### config.mk
export PLATFORM = sky130hd
export DESIGN_NAME = demux2_32_buf
export DESIGN_NICKNAME = d
export VERILOG_FILES = /design/src/rtl/demux_pkg.sv /design/src/rtl/demux2_32_buf_fifo_fwft.sv /design/src/rtl/demux2_32_buf.sv
export SDC_FILE = /design/constraint.sdc
export NUM_CORES = 1
export LEC_CHECK = 0
export BUFFER_PORTS_ARGS = -buffer_cell sky130_fd_sc_hd__buf_2
export CORE_MARGIN = 2
export CORE_UTILIZATION = 59
export DETAILED_ROUTE_END_ITERATION = 7
export PLACE_DENSITY = 0.95
export RECOVER_POWER = 25
export REMOVE_ABC_BUFFERS = 1
export SLEW_MARGIN = 20
export SYNTH_ARGS = -nofsm -noshare
export SYNTH_HDL_FRONTEND = slang
export SYNTH_HIERARCHICAL = 1
export SYNTH_SLANG_ARGS = --single-unit
### constraint.sdc
create_clock -name clk -period 11.6 [get_ports clk]
set_clock_uncertainty 0.1 [all_clocks]
set_input_delay 1.74 -clock clk [delete_from_list [all_inputs] [get_ports clk]]
set_output_delay 1.74 -clock clk [all_outputs]
set_load 0.1 [all_outputs]
### src/rtl/demux_pkg.sv
// Shared constants and helpers for the buffered 1:2 word demultiplexer.
// Optional statistics are compiled in with the DEMUX2_STATS_EN macro (see demux2_32_buf).
package demux_pkg;

  localparam int DATA_W_DEF = 32;
  localparam int DEPTH_DEF  = 2;

  // Values of in_sel that pick each destination.
  localparam logic SEL_OUT0 = 1'b0;
  localparam logic SEL_OUT1 = 1'b1;

  // Ceiling log2 used to size FIFO pointers (n >= 1).
  function automatic int clog2(input int n);
    int r;
    r = 0;
    for (int i = 0; i < 31; i++) begin
      if ((1 << i) < n) r = i + 1;
    end
    return r;
  endfunction

endpackage

### src/rtl/demux2_32_buf_fifo_fwft.sv
// First-word-fall-through FIFO: the head entry is visible combinationally on
// o_head whenever the FIFO is not empty. Pushes while full and pops while empty
// are dropped internally, so callers may present raw requests.
module fifo_fwft
  import demux_pkg::*;
#(
  parameter int DATA_W = DATA_W_DEF,
  parameter int DEPTH  = DEPTH_DEF
) (
  input  logic                    clk,
  input  logic                    rst,
  input  logic                    i_push,
  input  logic [DATA_W-1:0]       i_push_data,
  input  logic                    i_pop,
  output logic [DATA_W-1:0]       o_head,
  output logic                    o_full,
  output logic                    o_empty,
  output logic [clog2(DEPTH):0]   o_count
);

  localparam int AW = clog2(DEPTH);
  localparam int CW = AW + 1;

  logic [DATA_W-1:0] r_mem [DEPTH];
  logic [AW-1:0]     r_wr_ptr;
  logic [AW-1:0]     r_rd_ptr;
  logic [CW-1:0]     r_count;
  logic              w_push;
  logic              w_pop;

  assign o_full  = (r_count == CW'(DEPTH));
  assign o_empty = (r_count == '0);
  assign w_push  = i_push & ~o_full;
  assign w_pop   = i_pop & ~o_empty;
  assign o_head  = r_mem[r_rd_ptr];
  assign o_count = r_count;

  // Storage array: written on accepted pushes, never reset.
  always_ff @(posedge clk) begin
    if (w_push && !rst) r_mem[r_wr_ptr] <= i_push_data;
  end

  // Pointers wrap naturally; count tracks occupancy (push+pop leaves it unchanged).
  always_ff @(posedge clk) begin
    if (rst) begin
      r_wr_ptr <= '0;
      r_rd_ptr <= '0;
      r_count  <= '0;
    end else begin
      if (w_push) r_wr_ptr <= r_wr_ptr + 1'b1;
      if (w_pop)  r_rd_ptr <= r_rd_ptr + 1'b1;
      case ({w_push, w_pop})
        2'b10:   r_count <= r_count + 1'b1;
        2'b01:   r_count <= r_count - 1'b1;
        default: r_count <= r_count;
      endcase
    end
  end

endmodule

### src/rtl/demux2_32_buf.sv
// Buffered 1:2 demultiplexer: each input word is steered by in_sel into one of
// two independent FWFT FIFOs, each with its own output handshake.
// Build option: define DEMUX2_STATS_EN to add saturating pop/stall counters.
//
// Handshakes: a transfer happens on a rising edge where valid & ready are both 1.
// in_ready = ~full[in_sel] only (never depends on outN_ready, so a full FIFO
// refuses a push even while it is being popped); outN_valid = FIFO N not empty.
// outN_data is forced to 0 whenever outN_valid is 0.
module demux2_32_buf
  import demux_pkg::*;
#(
  parameter int DATA_W = DATA_W_DEF,
  parameter int DEPTH  = DEPTH_DEF
) (
  input  logic              clk,
  input  logic              rst,
  input  logic [DATA_W-1:0] in_data,
  input  logic              in_sel,
  input  logic              in_valid,
  output logic              in_ready,
  output logic [DATA_W-1:0] out0_data,
  output logic              out0_valid,
  input  logic              out0_ready,
  output logic [DATA_W-1:0] out1_data,
  output logic              out1_valid,
  input  logic              out1_ready
`ifdef DEMUX2_STATS_EN
  ,
  output logic [15:0]       stat0_cnt,
  output logic [15:0]       stat1_cnt,
  output logic [15:0]       stall_cnt
`endif
);

  localparam int CW = clog2(DEPTH) + 1;

  logic              w_push;
  logic              w_push0;
  logic              w_push1;
  logic              w_pop0;
  logic              w_pop1;
  logic              w_full0;
  logic              w_full1;
  logic              w_empty0;
  logic              w_empty1;
  logic [DATA_W-1:0] w_head0;
  logic [DATA_W-1:0] w_head1;
  logic [CW-1:0]     w_count0;
  logic [CW-1:0]     w_count1;

  assign in_ready   = (in_sel == SEL_OUT1) ? ~w_full1 : ~w_full0;
  assign w_push     = in_valid & in_ready;
  assign w_push0    = w_push & (in_sel == SEL_OUT0);
  assign w_push1    = w_push & (in_sel == SEL_OUT1);

  assign out0_valid = ~w_empty0;
  assign out1_valid = ~w_empty1;
  assign out0_data  = out0_valid ? w_head0 : '0;
  assign out1_data  = out1_valid ? w_head1 : '0;
  assign w_pop0     = out0_valid & out0_ready;
  assign w_pop1     = out1_valid & out1_ready;

  fifo_fwft #(.DATA_W(DATA_W), .DEPTH(DEPTH)) u_fifo0 (
    .clk         (clk),
    .rst         (rst),
    .i_push      (w_push0),
    .i_push_data (in_data),
    .i_pop       (w_pop0),
    .o_head      (w_head0),
    .o_full      (w_full0),
    .o_empty     (w_empty0),
    .o_count     (w_count0)
  );

  fifo_fwft #(.DATA_W(DATA_W), .DEPTH(DEPTH)) u_fifo1 (
    .clk         (clk),
    .rst         (rst),
    .i_push      (w_push1),
    .i_push_data (in_data),
    .i_pop       (w_pop1),
    .o_head      (w_head1),
    .o_full      (w_full1),
    .o_empty     (w_empty1),
    .o_count     (w_count1)
  );

  // Occupancy sanity: neither FIFO may ever hold more than DEPTH words.
  always_comb begin
    if (!rst) begin
      assert (w_count0 <= CW'(DEPTH));
      assert (w_count1 <= CW'(DEPTH));
    end
  end

`ifdef DEMUX2_STATS_EN
  logic        w_stall;
  logic [15:0] r_stat0_cnt;
  logic [15:0] r_stat1_cnt;
  logic [15:0] r_stall_cnt;

  assign w_stall   = in_valid & ~in_ready;
  assign stat0_cnt = r_stat0_cnt;
  assign stat1_cnt = r_stat1_cnt;
  assign stall_cnt = r_stall_cnt;

  // Saturating counters of completed pops per output and of stalled input cycles.
  always_ff @(posedge clk) begin
    if (rst) begin
      r_stat0_cnt <= '0;
      r_stat1_cnt <= '0;
      r_stall_cnt <= '0;
    end else begin
      if (w_pop0 && (r_stat0_cnt != 16'hFFFF))  r_stat0_cnt <= r_stat0_cnt + 1'b1;
      if (w_pop1 && (r_stat1_cnt != 16'hFFFF))  r_stat1_cnt <= r_stat1_cnt + 1'b1;
      if (w_stall && (r_stall_cnt != 16'hFFFF)) r_stall_cnt <= r_stall_cnt + 1'b1;
    end
  end
`endif

endmodule

==> flow_metrics.env <==
export IMPL_synthFlopType="edfxtp_1"
export IMPL_clk_pin_slew_ns=0.06
export IMPL_pre_cts_slack_ns=7.31
export IMPL_yosys_top_cells_area="edfxtp_1, mux2_1, nor2b_1, dfxtp_1, buf_2"
export IMPL_rows=35
export IMPL_cp_end_kind="output port"
export IMPL_critPathSlowestCell="buf_2"
export IMPL_status="complete, no violations"
export IMPL_grt_pass1_vias=3224
export IMPL_grt_max_degree=35
export IMPL_r2r_slack_ns=9.16
export IMPL_whs_path_depth=2
export IMPL_vdd_ir_drop_max_uv=140
export IMPL_gp_congestion=0.697
export IMPL_syn_instance_count=327
export IMPL_io_pin_count=105
export IMPL_finalMaxSlewViolations=0
export IMPL_fmax_mhz=233
export IMPL_antenna_cells=0
export IMPL_gr_total_overflow=0
export IMPL_vias=3077
export IMPL_wl_per_cell_um=18.5
export IMPL_drc_errors=0
export IMPL_stdcell_area_mm2=0.00674
export IMPL_ys_ff_latch=138
export IMPL_drtAntennaViolNets=0
export IMPL_dp_hpwl_um=6430
export IMPL_crit_chain="buf_2 -> mux2i_1 -> buf_2"
export IMPL_hold_start="u_fifo1/r_wr_ptr"
export IMPL_antenna_found_initial=1
export IMPL_hold_viol_final=0
export IMPL_cts_repair_resized=0
export IMPL_place_inst=536
export IMPL_wl_um=10500
export IMPL_core_region_area_mm2=0.00915
export IMPL_start_util=0.604
export IMPL_drtIter0Drc=118
export IMPL_start_kind="input pin"
export IMPL_fin_nets=484
export IMPL_yosysWarnings=6
export IMPL_port_buffers=104
export IMPL_synth_avg_cell_area_um2=16.9
export IMPL_grt_util_all_layers=0.221
export IMPL_layout_drive_gt1_share=0.280
export IMPL_max_cap_violations=0
export IMPL_p_leak_nw=2.46
export IMPL_synthArstFlopShare=0
export IMPL_holdWs_ns=0.425
export IMPL_crit_top_cell="buf_2"
export IMPL_worst_slew_pin_slew_ns=0.934
export IMPL_fin_crit_sh=0.370
export IMPL_numCtsBuffers=17
export IMPL_postCtsSetupBuffers=0
export IMPL_synth_edf_count=128
export IMPL_grt_setup_unrepaired="no"
export IMPL_fin_setup_tns_ns=0
export IMPL_worstReg2RegStart="u_fifo0/o_count[0]"
export IMPL_ys_seq_area_frac=0.732
export IMPL_path_max_fanout=3
export IMPL_r2r_cells=6
export IMPL_cts_root_buf="clkbuf_8"
export IMPL_clockBufferDepth=2
export IMPL_placed_cell_area_mm2=0.00621
export IMPL_r2r_end="u_fifo0/o_count[1]"
export IMPL_grt_pass1_wl_um=16400
export IMPL_yosysUniqueCellTypes=21
export IMPL_tritoncts="built"
export IMPL_min_period_ns=4.29
export IMPL_synth_top_area_share=0.696
export IMPL_die_y_um=101
export IMPL_power_mw=1.35
export IMPL_p_per_area_mw_per_mm2=201
export IMPL_fin_cells=568
export IMPL_required_ns=9.76
export IMPL_hold_class="reg2reg"
export IMPL_utilization=0.736
export IMPL_dieWidth_um=101
export IMPL_insertion_delay_ns=0.52
export IMPL_cts_sink_count=138
export IMPL_worst_slack_ns=7.31
export IMPL_dieArea_mm2=0.0102
export IMPL_h_tree_depth=4
export IMPL_yosysTopAreaCell="edfxtp_1"
export IMPL_setup_violations=0
export IMPL_worst_path_largest_cell_delay_ns=0.44
export IMPL_syn_to_final_growth_pct=21.9
export IMPL_max_slew_margin_rel=0.376
export IMPL_syn_area_mm2=0.00552
export IMPL_cts_hold_fix_buffers=0
export IMPL_drtPass1Iterations=4
export IMPL_cp_arrival_ns=2.45
export IMPL_min_to="u_fifo1/r_wr_ptr"
export IMPL_viasPerCell=5.42
export IMPL_crit_type="in2out"
-- logic make-up after synthesis --
family | synth area share
and+or+nand+nor | 0.0967
DFF | 0.732
buffers and inverters | 0.0149
muxes | 0.132
xor gates and xnor gates | 0.00951
adders and majority gates | 0.00453
AOI/OAI and AO/OA | 0.00997
-- layer usage --
layer	part of all wire	GRT usage
met4	0.019	0.0822
met5	0.0010	0
met3	0.054	0.0777
met1	0.42	0.267
met2	0.51	0.368
-- registers in the layout (all words and copies together), names as in the netlist, named ones only --
register          cells
u_fifo0/o_count       2
u_fifo0/r_mem        64
u_fifo0/r_rd_ptr      1
u_fifo0/r_wr_ptr      1
u_fifo1/o_count       2
u_fifo1/r_mem        64
u_fifo1/r_rd_ptr      1
u_fifo1/r_wr_ptr      1
-- critical path, delay by kind of cell --
family / cells / cell delay (ns)
buf+inv: 2 / 0.55
mux: 1 / 0.16
-- worst max-delay path by stage --
stage | slack, ns | to | cells after the start | startpoint
floorplan | 6.44 | in_ready | 1 | in_sel
CTS | 7.31 | in_ready | 3 | in_sel
global route | 7.27 | in_ready | 3 | in_sel
global placement | 7.32 | in_ready | 3 | in_sel
detailed placement | 7.31 | in_ready | 3 | in_sel
finish | 7.31 | in_ready | 3 | in_sel
-- cells in the final DEF, fill, tap and decap left out, types with 6 or more instances in the layout --
cell,count
buf_2,77
buf_4,8
clkbuf_1,27
clkbuf_16,16
dfxtp_1,8
edfxtp_1,128
mux2_1,60
nor2_1,6
nor2b_1,68
-- power by group --
group / total [mW] / internal (mW) / switching (mW) / leakage [nW]
Sequential: 0.569 / 0.559 / 0.0100 / 1.24
Clock: 0.497 / 0.287 / 0.210 / 0.261
Combinational: 0.289 / 0.0447 / 0.244 / 0.951
-- cells in the mapped netlist (all sizes together) (2+ instances only) --
cell,number
dfxtp,10
o21ai,4
edfxtp,128
buf,12
nand2b,2
clkbuf,2
nor3b,3
o21a,2
or3,4
xnor2,4
xor2,2
mux2,64
nor3,2
inv,4
nor2b,68
ha,2
a21oi,4
nor2,8
-- area by class of cell --
type / count / area, um^2
repair buffers: 112 / 547
inverters: 4 / 15.0
multi-input cells: 171 / 1430
well taps: 111 / 139
clock inverters: 15 / 141
clock buffers: 17 / 414
fillers: 562 / 2420
flip-flops and latches: 138 / 4050
(Power assumes the default switching activity.)
